==> src/rtl/rv_thread_sched.sv <==
// Hardware thread scheduler for the multithreaded rv_cpu_top core.
// Holds per-thread PC and run state and issues one READY thread per cycle,
// round-robin, into the shared pipeline. Writeback reports each thread's
// next PC and disposition. External wake pulses release waiting threads.
module rv_thread_sched #(
  parameter int              NTHREADS = 4,
  parameter int              TID_W    = 2,
  parameter int              PC_W     = 32,
  parameter logic [PC_W-1:0] RESET_PC = '0
) (
  input  logic                clk,
  input  logic                rst,
  input  logic                spawn_valid,
  input  logic [TID_W-1:0]    spawn_tid,
  input  logic [PC_W-1:0]     spawn_pc,
  output logic                spawn_ready,
  input  logic                stall,
  output logic                issue_valid,
  output logic [TID_W-1:0]    issue_tid,
  output logic [PC_W-1:0]     issue_pc,
  input  logic                upd_valid,
  input  logic [TID_W-1:0]    upd_tid,
  input  logic [PC_W-1:0]     upd_pc,
  input  logic [1:0]          upd_op,
  input  logic [NTHREADS-1:0] wake,
  output logic [NTHREADS-1:0] thread_active,
  output logic                all_halted
);

  typedef enum logic [1:0] {
    T_OFF      = 2'd0,
    T_READY    = 2'd1,
    T_INFLIGHT = 2'd2,
    T_WAIT     = 2'd3
  } tstate_t;

  localparam logic [1:0] OP_CONT = 2'b00;
  localparam logic [1:0] OP_WAIT = 2'b01;

  tstate_t          state_q [NTHREADS];
  tstate_t          state_d [NTHREADS];
  logic [PC_W-1:0]  pc_q    [NTHREADS];
  logic [PC_W-1:0]  pc_d    [NTHREADS];
  logic [TID_W-1:0] rr_ptr;

  logic             found;
  logic [TID_W-1:0] win_tid;
  logic [TID_W-1:0] cand;
  logic             issue_go;

  // Round-robin pick: first READY thread starting just after rr_ptr.
  // NOTE: every variable driven here gets a default before any condition,
  // otherwise paths that skip an assignment would infer a latch.
  always_comb begin
    found   = 1'b0;
    win_tid = '0;
    cand    = '0;
    for (int k = 1; k <= NTHREADS; k++) begin
      // Truncation to TID_W bits is the modulo-NTHREADS wrap.
      cand = rr_ptr + TID_W'(k);
      if (!found && state_q[cand] == T_READY) begin
        found   = 1'b1;
        win_tid = cand;
      end
    end
  end

  assign issue_go = found && !stall;

  // Per-thread next state: the four triggers (spawn, issue, update, wake)
  // each act on a distinct current state, so they never collide on a thread.
  always_comb begin
    for (int i = 0; i < NTHREADS; i++) begin
      state_d[i] = state_q[i];
      pc_d[i]    = pc_q[i];
      unique case (state_q[i])
        T_OFF: begin
          if (spawn_valid && spawn_tid == TID_W'(i)) begin
            state_d[i] = T_READY;
            pc_d[i]    = spawn_pc;
          end
        end
        T_READY: begin
          if (issue_go && win_tid == TID_W'(i)) state_d[i] = T_INFLIGHT;
        end
        T_INFLIGHT: begin
          if (upd_valid && upd_tid == TID_W'(i)) begin
            pc_d[i] = upd_pc;
            if (upd_op == OP_CONT)      state_d[i] = T_READY;
            else if (upd_op == OP_WAIT) state_d[i] = wake[i] ? T_READY : T_WAIT;
            else                        state_d[i] = T_OFF;   // halt and reserved
          end
        end
        T_WAIT: begin
          if (wake[i]) state_d[i] = T_READY;
        end
        default: state_d[i] = state_q[i];
      endcase
    end
  end

  // Thread state and PC registers.
  // NOTE: the PC file is small and its post-reset contents are visible
  // (thread 0 starts at RESET_PC), so it is reset like ordinary flops.
  // NOTE: sequential state uses non-blocking assignments so every register
  // samples pre-edge values regardless of statement order.
  always_ff @(posedge clk or posedge rst) begin
    if (rst) begin
      for (int i = 0; i < NTHREADS; i++) begin
        state_q[i] <= (i == 0) ? T_READY : T_OFF;
        pc_q[i]    <= (i == 0) ? RESET_PC : '0;
      end
    end else begin
      for (int i = 0; i < NTHREADS; i++) begin
        state_q[i] <= state_d[i];
        pc_q[i]    <= pc_d[i];
      end
    end
  end

  // Issue registers and round-robin pointer; everything holds under stall.
  always_ff @(posedge clk or posedge rst) begin
    if (rst) begin
      issue_valid <= 1'b0;
      issue_tid   <= '0;
      issue_pc    <= '0;
      rr_ptr      <= TID_W'(NTHREADS - 1);
    end else if (!stall) begin
      if (found) begin
        issue_valid <= 1'b1;
        issue_tid   <= win_tid;
        issue_pc    <= pc_q[win_tid];
        rr_ptr      <= win_tid;
      end else begin
        issue_valid <= 1'b0;
      end
    end
  end

  // Status outputs decoded straight from the state registers.
  always_comb begin
    for (int i = 0; i < NTHREADS; i++) begin
      thread_active[i] = (state_q[i] != T_OFF);
    end
  end

  assign all_halted  = ~|thread_active;
  assign spawn_ready = (state_q[spawn_tid] == T_OFF);

endmodule

==> config.mk <==
export PLATFORM = sky130hd
export DESIGN_NAME = rv_thread_sched
export DESIGN_NICKNAME = d
export VERILOG_FILES = /design/src/rtl/rv_thread_sched.sv
export SDC_FILE = /design/constraint.sdc
export NUM_CORES = 1
export LEC_CHECK = 0
export ABC_AREA = 1
export BUFFER_PORTS_ARGS = -buffer_cell sky130_fd_sc_hd__buf_4
export CAP_MARGIN = 20
export CORE_MARGIN = 2
export CORE_UTILIZATION = 30
export CTS_BUF_LIST = sky130_fd_sc_hd__clkbuf_8
export CTS_CLUSTER_SIZE = 25
export DETAILED_ROUTE_END_ITERATION = 10
export MAX_ROUTING_LAYER = met4
export PLACE_DENSITY = 0.55
export SLEW_MARGIN = 0
export SYNTH_ARGS = -nofsm -noshare
export SYNTH_HDL_FRONTEND = slang
export SYNTH_SLANG_ARGS = --single-unit
==> constraint.sdc <==
create_clock -name clk -period 10.63 [get_ports clk]
set_clock_uncertainty 0.1 [all_clocks]
set_input_delay 2.126 -clock clk [delete_from_list [all_inputs] [get_ports clk]]
set_output_delay 2.126 -clock clk [all_outputs]
set_load 0.05 [all_outputs]
* Word level (Yosys, flattened, before mapping) *
Index checks and enable logic that the tools add are counted.
W data, S select, Z words.

storage, ports and cells
  logic and storage cells = 189
  output and inout bits = 41
  register bits = 173
  input bits = 79

operators by class
  bitwise gates (word level) = 7
  $add $sub $neg = 3
  multiplexer cells = 71
  order comparisons = 6
  equality and inequality tests = 42
  reductions and logical operators = 48

operators with widths
  cell                   number
  $mux W32               10
  $pmux W32 S2           4
  $mux W2                42
  $bmux W32 S2           1
  $ne A2 B2 Y1 const B   16
  $pmux W2 S4            4
  $eq A2 B2 Y1 const B   14
  $eq A2 B1 Y1 const B   12
  $bmux W2 S2            5
  $ge A3 B3 Y1 const B   6
  $logic_not A2 Y1       9
  $not A2 Y3             6
  $logic_and A1 B1 Y1    16
  $reduce_and A4 Y1      4
  $reduce_bool A2 Y1     8
  $reduce_and A3 Y1      4
  $logic_not A1 Y1       5
  $mux W1                5
  $add A2 B2 Y2 const B  2
  $reduce_or A4 Y1       1
  $add A2 B1 Y2 const B  1
  $reduce_and A2 Y1      1
  $not A1 Y1             1

* Depth between registers and ports, before layout *
  word-level depth = 20
  depth in mapped cells = 19
  gate-level depth less buffers = 16

* Worst setup path before layout *
OpenSTA, ideal clock, no wires.

  path type = input -> output
  start = input port spawn_tid[0]
  end = output port spawn_ready
  path buffers = 0
  stages on the path = 4
  setup slack = 4614 ps
  data arrival time = 3790 ps
  cells stage by stage = inv_1 > nand2_1 > a21oi_1 > nor4_1

on the way
  longest elaborated chain between the ends = 5

ends and longest elaborated chain
  item                                         line  RTL
  start: declaration                           14    input logic [TID_W-1:0] spawn_tid,
  $not A2 Y3 (not written as such)             148   assign spawn_ready = (state_q[spawn_tid] == T_OFF);
  $bmux W2 S2                                  148
  $mux W2 (not written as such) (2 in series)  148
  $logic_not A2 Y1                             148
  end: declaration                             16    output logic spawn_ready,

Every way passes these cells. The select of a mux whose other input is x is not followed.

* Worst setup path in the final report *
Same ends and word-level chain as after synthesis.

==> results.cfg <==
[status]
status = completed

[floorplanning]
die_w_um = 185
die_h_um = 185
io_pins = 120
rows = 66
dieArea_um2 = 34200
initial_core_util = 0.303
coreArea_um2 = 32400

[route]
route.detailed.drc = 0
first_iter_violations = 557
drt_pass1_iterations = 7
ant_nets = 0
wl_mm = 29.1
routed_via_density = 4.82
wire_per_inst_um = 16.3
num_vias = 8612

[clock_network]
clkTransAtPathRegs_ps = 110
postCtsSetupBuffers = 0
cts_sinks = 173
tritoncts = built
htree_levels = 4
cts_made_buffers = 17
cts.path.max_buffers = 2
worstSkewPairLatency_ps = 470
root_buffer = clkbuf_8
post_cts_resized = 0
cts_hold_buffers = 0

[placed_design]
place_congestion = 0.800
portBuffers = 119
dp_hpwl_mm = 17.2

[worst_setup_path]
arrival_ps = 2950
crit_path_start_kind = primary input
crit_required_ps = 8400
worstSetupPathType = in2out
path_max_fanout = 3
worstSetupEndpointType = output pin

[min_path]
min_path_type = reg2reg

[timing]
final.period_utilization = 0.487
max_freq_ghz = 0.193
rsz0062_at_grt = no
setup_viol = 0
min_period_ps = 5170
maxSlewHeadroom = 0.333
slew_violations = 0
hold_violations = 0
tightest_slew_ps = 997
fin_tns_setup_ps = 0

[cells_and_area]
drive_gt1_frac = 0.145
num-nets-final = 1427
fillerInstances = 3528
final_common_cell = nand2_1
ff_latch_area_um2 = 4330
most-common-layout-cells = nand2_1, dfrtp_1, o21a_1
multi_input_area_um2 = 4900
antenna_cells = 0
syn2layout_area_growth_pct = 16.5

[global_route]
grt_max_degree = 70
grt_overflow = 0
track_usage = 0.180
grt_first_pass_wirelength_mm = 46.4
first_global_vias = 8316
antenna_found_initial = 0

[yosys]
netlist-cell-type-count = 29
ys_ff_latch = 173
synth_cells = 1263
syn_nets = 1358
ys_seq_area_frac = 0.441
synth_area_per_cell_um2 = 7.78
synth_warnings = 0
netlist_area_um2 = 9820

[run]
maxCapViolations = 0
routing by layer:
metal	part of all wire	vias up	track usage
li1	-	4326	-
met1	0.47	4100	0.233
met2	0.49	165	0.301
met3	0.031	21	0.0238
met4	0.012	0	0.0419
met5	0	-	-
through the flow:
| stage | area [um^2] | util | std cells | hold WS [ps] | setup slack (ps) |
|---|---|---|---|---|---|
| 3_3_place_gp | 11000 | 0.340 | 1754 | 362 | 5470 |
| 2_1_floorplan | 9820 | - | 1263 | 364 | 3720 |
| 3_5_place_dp | 11000 | 0.340 | 1754 | 366 | 5450 |
| 6_report | 11400 | 0.353 | 1787 | 388 | 5460 |
| 5_1_grt | 11400 | 0.353 | 1787 | 407 | 5410 |
| 4_1_cts | 11400 | 0.353 | 1786 | 392 | 5450 |
kinds of logic (layout without fill, tap and decap cells):
logic type | count (synthesis) | after routing | synth area share
and+or+nand+nor | 639 | 639 | 0.260
DFF | 173 | 173 | 0.441
adders and majority gates | 16 | 16 | 0.0204
buffers and inverters | 148 | 230 | 0.0651
AOI/OAI and AO/OA | 287 | 287 | 0.213
critical path: stages:
cell     delay [ps]
buf_4            90
inv_1            40
nand2_1          70
a21oi_1          40
nor4_1          310
buf_4           260
Yosys cell counts:
cell type,count,area (um^2)
nand3_2,3,30.0
nor4_1,2,12.5
inv_4,1,6.26
o21ai_0,16,80.1
nand2_4,2,22.5
nor2_4,1,11.3
nand4_1,1,6.26
nor2_1,8,30.0
buf_2,17,85.1
nor3_1,4,20.0
a21boi_0,1,7.51
buf_4,2,15.0
o21a_1,132,991
nand4_4,1,21.3
clkbuf_1,53,199
dfrtp_1,170,4250
inv_2,3,11.3
nand2_2,7,43.8
buf_1,4,15.0
a21oi_2,1,8.76
nand2_1,555,2080
o211ai_1,128,961
a21oi_1,9,45.0
inv_1,62,233
ha_1,16,200
dfstp_2,3,78.8
buf_8,2,30.0
buf_6,4,45.0
nand3_1,55,275
worst paths after layout:
check / startpoint / to / slack [ps] / depth (start not counted)
setup reg to reg: rr_ptr[0] / issue_pc[16] / 6710 / 15
hold / removal: issue_pc[4] / issue_pc[4] / 390 / 2
min in group asynchronous: rst / state_q[5] / 1570 / 2
hold reg to reg: issue_pc[4] / issue_pc[4] / 390 / 2
setup / recovery: spawn_tid[0] / spawn_ready / 5460 / 6
max in group asynchronous: rst / issue_pc[1] / 7570 / 3
area by class of cell:
cell class / instances / share of cell area
Inverter: 66 / 0.0223
Sequential cell: 173 / 0.379
Clock buffer: 17 / 0.0205
Clock inverter: 15 / 0.0144
Tap cell: 442 / 0.0483
Timing Repair Buffer: 132 / 0.0877
Multi-Input combinational cell: 942 / 0.428
registers in the layout (all words and copies together), names as in the netlist:
| name | cells |
|---|---|
| pc_q | 128 |
| rr_ptr | 2 |
| issue_pc | 32 |
| issue_tid | 2 |
| issue_valid | 1 |
| state_q | 8 |
Power is not shown: default switching activity piles up to over one toggle a cycle in this logic, so the estimate is an artifact.
